==> src/rtl/operand_seq_pkg.sv <==
// Shared definitions for the operand sequencer: FSM state encoding, default
// operand width, swap counter width and a helper for sizing the dwell counter.
package operand_seq_pkg;

  localparam int unsigned WidthDefault = 4;
  localparam int unsigned SwapCntW     = 4;

  typedef enum logic [1:0] {
    StIdle = 2'b00,
    StSelA = 2'b01,
    StSelB = 2'b10
  } state_e;

  // Bits needed to count 0..n-1, never fewer than one.
  function automatic int unsigned cnt_width(input int unsigned n);
    return (n <= 1) ? 1 : $clog2(n);
  endfunction

endpackage

==> src/rtl/dwell_timer.sv <==
// Dwell timer: counts cycles while run is high and pulses expire for one cycle
// when the count reaches DWELL_CYCLES-1, then restarts from zero.
// Ports:
//   clk    - system clock
//   rst_n  - asynchronous active-low reset
//   run    - count enable; counter is held at zero while low
//   clear  - synchronous clear, overrides run
//   expire - high in the cycle the last dwell cycle is being counted
module dwell_timer
  import operand_seq_pkg::*;
#(
  parameter int unsigned DWELL_CYCLES = 4
) (
  input  logic clk,
  input  logic rst_n,
  input  logic run,
  input  logic clear,
  output logic expire
);

  localparam int unsigned     CntW   = cnt_width(DWELL_CYCLES);
  localparam logic [CntW-1:0] CntMax = CntW'(DWELL_CYCLES - 1);

  logic [CntW-1:0] cnt_q, cnt_d;

  assign expire = run & (cnt_q == CntMax);

  always_comb begin
    cnt_d = cnt_q;
    if (clear || !run) begin
      cnt_d = '0;
    end else if (expire) begin
      cnt_d = '0;
    end else begin
      cnt_d = cnt_q + CntW'(1);
    end
  end

  always_ff @(posedge clk or negedge rst_n) begin
    if (!rst_n) begin
      cnt_q <= '0;
    end else begin
      cnt_q <= cnt_d;
    end
  end

endmodule

==> src/rtl/operand_sequencer.sv <==
// Operand sequencer: holds two operands for a downstream 2:1 mux and, while
// running, alternates the mux select between them with a fixed dwell time.
// Ports:
//   clk, rst_n           - clock, asynchronous active-low reset
//   data_in              - operand load bus
//   load_a, load_b       - capture data_in into operand A / B (both allowed)
//   start, stop          - begin / halt alternating (stop has priority)
//   inp1, inp2           - operand A / B to the mux
//   sel                  - mux select, 0 = A, 1 = B
//   busy                 - high while alternating
//   swap_count           - sel toggles since last start, wraps modulo 16
module operand_sequencer
  import operand_seq_pkg::*;
#(
  parameter int unsigned WIDTH        = WidthDefault,
  parameter int unsigned DWELL_CYCLES = 4
) (
  input  logic                clk,
  input  logic                rst_n,
  input  logic [WIDTH-1:0]    data_in,
  input  logic                load_a,
  input  logic                load_b,
  input  logic                start,
  input  logic                stop,
  output logic [WIDTH-1:0]    inp1,
  output logic [WIDTH-1:0]    inp2,
  output logic                sel,
  output logic                busy,
  output logic [SwapCntW-1:0] swap_count
);

  state_e                state_q, state_d;
  logic [WIDTH-1:0]      a_q, b_q;
  logic [SwapCntW-1:0]   swap_q, swap_d;
  logic                  running;
  logic                  expire;

  assign running = (state_q != StIdle);

  dwell_timer #(
    .DWELL_CYCLES(DWELL_CYCLES)
  ) u_dwell_timer (
    .clk   (clk),
    .rst_n (rst_n),
    .run   (running),
    .clear (stop),
    .expire(expire)
  );

  always_comb begin
    state_d = state_q;
    swap_d  = swap_q;
    if (stop) begin
      // Halting keeps swap_count, even if a dwell expires this cycle.
      state_d = StIdle;
    end else begin
      unique case (state_q)
        StIdle: begin
          if (start) begin
            state_d = StSelA;
            swap_d  = '0;
          end
        end
        StSelA: begin
          if (expire) begin
            state_d = StSelB;
            swap_d  = swap_q + SwapCntW'(1);
          end
        end
        StSelB: begin
          if (expire) begin
            state_d = StSelA;
            swap_d  = swap_q + SwapCntW'(1);
          end
        end
        default: state_d = StIdle;
      endcase
    end
  end

  always_ff @(posedge clk or negedge rst_n) begin
    if (!rst_n) begin
      state_q <= StIdle;
      swap_q  <= '0;
    end else begin
      state_q <= state_d;
      swap_q  <= swap_d;
    end
  end

  always_ff @(posedge clk or negedge rst_n) begin
    if (!rst_n) begin
      a_q <= '0;
      b_q <= '0;
    end else begin
      if (load_a) a_q <= data_in;
      if (load_b) b_q <= data_in;
    end
  end

  // Outputs decode straight from registered state; no input reaches them combinationally.
  assign inp1       = a_q;
  assign inp2       = b_q;
  assign sel        = (state_q == StSelB);
  assign busy       = running;
  assign swap_count = swap_q;

endmodule
==> config.mk <==
export PLATFORM = sky130hd
export DESIGN_NAME = operand_sequencer
export DESIGN_NICKNAME = d
export VERILOG_FILES = /design/src/rtl/operand_seq_pkg.sv /design/src/rtl/dwell_timer.sv /design/src/rtl/operand_sequencer.sv
export SDC_FILE = /design/constraint.sdc
export NUM_CORES = 1
export LEC_CHECK = 0
export BUFFER_PORTS_ARGS = -buffer_cell sky130_fd_sc_hd__buf_4
export CORE_MARGIN = 4
export CORE_UTILIZATION = 45
export CTS_BUF_LIST = sky130_fd_sc_hd__clkbuf_2 sky130_fd_sc_hd__clkbuf_4 sky130_fd_sc_hd__clkbuf_8
export DETAILED_ROUTE_END_ITERATION = 12
export GPL_ROUTABILITY_DRIVEN = 0
export HOLD_SLACK_MARGIN = 0.08
export PLACE_DENSITY_LB_ADDON = 0.12
export SYNTH_ARGS = -nofsm -noshare
export SYNTH_HDL_FRONTEND = slang
export SYNTH_SLANG_ARGS = --single-unit
==> constraint.sdc <==
create_clock -name clk -period 2.6 [get_ports clk]
set_input_delay 0.52 -clock clk [delete_from_list [all_inputs] [get_ports clk]]
set_output_delay 0.52 -clock clk [all_outputs]
set_load 0.1 [all_outputs]
==> results summary <==
The run finished with clean final reports. The data arrival time of the critical path is 1450 ps. The setup TNS is 0 ps. The CTS tree is done. The total global routing overflow is 0. The share of synthesized area in the top cell type comes to 0.514. The final standard cell utilization of the core came out at 0.646. The synthesized area per cell is 12.6 um^2. The power per standard cell area is 832 mW/mm^2. After synthesis, the cell types taking the most area are dfrtp_1 51%, mux2_2 13%, ha_1 9.6%, nand4bb_4 3.5%, nand3_1 3.2%. The placeable core region came out at 0.00158 mm^2. The aggregate routed wire length is approximately 1400 um.

The count of filler cells inserted in the layout came out at 131. The worst register-to-register path has a setup slack of approximately 900 ps. The wire-length estimate of the detail-placed layout is 1100 um. The die covers 0.00246 mm^2. The x dimension of the die is 49.6 um. The worst hold slack after final layout is between 400 and 500 ps. The number of top-level pins came out at 24. The DRC violation count after routing came out at 0. The DRC marker count from the first detailed-route iteration came out at 5. Clock tree synthesis found a total of 16 sinks. The number of buffers created by CTS is 3. STA classifies the critical path endpoint as an output pin.

The clock edge transition at the registers on the reported setup and hold paths came out at ~90 ps. For the pin with the worst max-slew slack, the measured transition is 273 ps. The final cycle utilization of the critical path is 0.757. The number of cells produced by synthesis is 62. In this run the tightest slew margin relative to its limit is 0.816.

Based on the critical path, the design can be clocked at up to around 0.5 GHz. The startpoint of the worst hold path is stop. The peak supply drop is 0.449 mV. The initial core utilization came out at 0.494. The number of routed nets with antenna violations is 0. The worst path setup slack after routing is 633 ps. The tree is rooted in a clkbuf_4.

The cell row count is 14. At the later pin of the worst-skew pair, clock insertion delay measures roughly 280 ps. The overall via count from detail_route came out at 561. The critical path in this run is classified as register to output pin. The wire length of the first global-routing pass is 2590 um.

The area of the multi-input gates is approximately 360 um^2. Counting every net in the synthesized netlist gives 78. Synthesis inferred 16 register bits. The count of input and output buffers is 23.

0 antenna diodes ended up in the layout. For hold timing, the worst endpoint is state_q[1]. The worst register-to-register path ends at swap_count[3].

The max-slew violation count came to 0. The sequential share of the synthesized area is 0.514. The clock arrives with 2.60 ps of skew. The library cell used most frequently in the layout, excluding fill and tap cells, is buf_4. Setup repair after global routing left no endpoint under its margin. Data on the critical path is required at its endpoint by 2080 ps.

The length of the first detailed-routing pass in iterations is 4. The netlist uses 23 different library cells. The number of cells on the worst hold path is 2.

In the layout the commonest cells are 23 x buf_4, 16 x dfrtp_1, 9 x mux2_2. The netlist area before placement came out at approximately 800 um^2. The net count of the finished layout is about 110. After detailed routing, the number of vias per cell comes to approximately 5.3.

The top fanout value on the critical path came out at 8. Registers take 400 um^2. The initial antenna violation count came to 0.

The maximum number of pins on one net before global-route repair is 17. The flip-flop cell with the highest count after synthesis is dfrtp_1. The path class of the tightest hold or removal check is input port to register. In the final layout, the share of cells above drive strength 1 is 0.433.

The total global routing track utilization came out at 0.136. The clock tree buffer depth is 2. Power comes to 0.847 mW.

The biggest area contributor in the post-synthesis netlist is dfrtp_1. The worst setup path is launched from a register. The detail-routed net length per standard cell is between 10 and 15 um. Prior to clock tree synthesis, the placed netlist has a worst setup slack of ~900 ps. The layout-stage area growth over the synthesis result is 30.7%. The final count of hold timing violations was 0.

In this run the static leakage power is 0.514 nW. The depth of the worst register-to-register path is 5. The synthesis warning total is 0. The number of flops mapped to enable cells by yosys is 0. The minimum clock period after layout is 1970 ps.

The max capacitance violation total came out at 0. CTS built an H-tree with a depth of 1. The number of global-route vias before repair is 602. The overall die height came out at about 50 um. The number of setup violations in the final report is 0.

Of all flip-flops after synthesis, the portion carrying an async set or reset was 1.00. The critical path starts at state_q[0]. The startpoint identified for the worst register-to-register timing path is state_q[0].
[report_power, final]
part | leakage, nW | switching, mW | total [mW] | internal [mW]
combinational | 0.292 | 0.275 | 0.384 | 0.109
sequential | 0.201 | 0.0241 | 0.303 | 0.279
clock | 0.0210 | 0.0758 | 0.161 | 0.0851
total | 0.514 | 0.375 | 0.847 | 0.473
[cells by family (layout without fill, tap and decap cells)]
group / Yosys count / count (layout) / synth area share
AOI/OAI and AO/OA: 7 / 7 / 0.0610
adders and majority gates: 6 / 6 / 0.0963
buffers and inverters: 4 / 32 / 0.0193
DFF: 16 / 16 / 0.514
muxes: 9 / 9 / 0.130
and+or+nand+nor: 20 / 20 / 0.180
[layer usage]
metal,global-route usage,wire (um),vias up
li1,-,-,280
met1,0.182,694,267
met2,0.200,651,12
met3,0.0392,58,2
met4,0.0645,16,0
met5,0,0,-
[timing repair]
| item | in CTS | in global routing |
|---|---|---|
| buffers inserted | 0 | 0 |
| resized for setup | 0 | 0 |
| endpoints found under the hold margin | 16 | 0 |
| hold buffers | 1 | 0 |
[how the worst max path moves through the flow]
stage | endpoint | slack, ps | cells past startpoint
after detailed placement | swap_count[3] | 920 | 5
after global routing | busy | 510 | 4
after CTS | busy | 620 | 4
after floorplan | state_q[0] | 560 | 5
after global placement | swap_count[3] | 950 | 5
final | busy | 630 | 4
[flip-flops by register name, indices dropped and copies added, names as in the netlist]
name	count
inp1	4
u_dwell_timer.cnt_q	2
state_q	2
inp2	4
swap_count	4
[final cells by class]
type,instances,share of cell area
clock buffer,4,0.0356
inverter,4,0.0147
multi-input combinational,42,0.357
sequential,16,0.393
tap,16,0.0197
timing repair buffer,24,0.179
[cells in the mapped netlist (2+ instances only)]
cell type	n
mux2_2	9
dfrtp_1	16
nand3_1	5
nor2_1	2
nor3b_1	2
ha_1	6
nor3_1	2
inv_1	4
o21ai_0	2
[per-stage QoR]
stage,cells,instance area [um^2]
5_1_grt,106,1020
3_3_place_gp,101,972
6_report,106,1020
2_1_floorplan,62,779
3_5_place_dp,101,972
4_1_cts,106,1020
[critical path: stages, from the launching register on]
cell	delay [ps]
dfrtp_1	410
inv_1	110
ha_1	310
inv_1	90
buf_4	240
No activity file was read; power rests on OpenSTA's default activity.
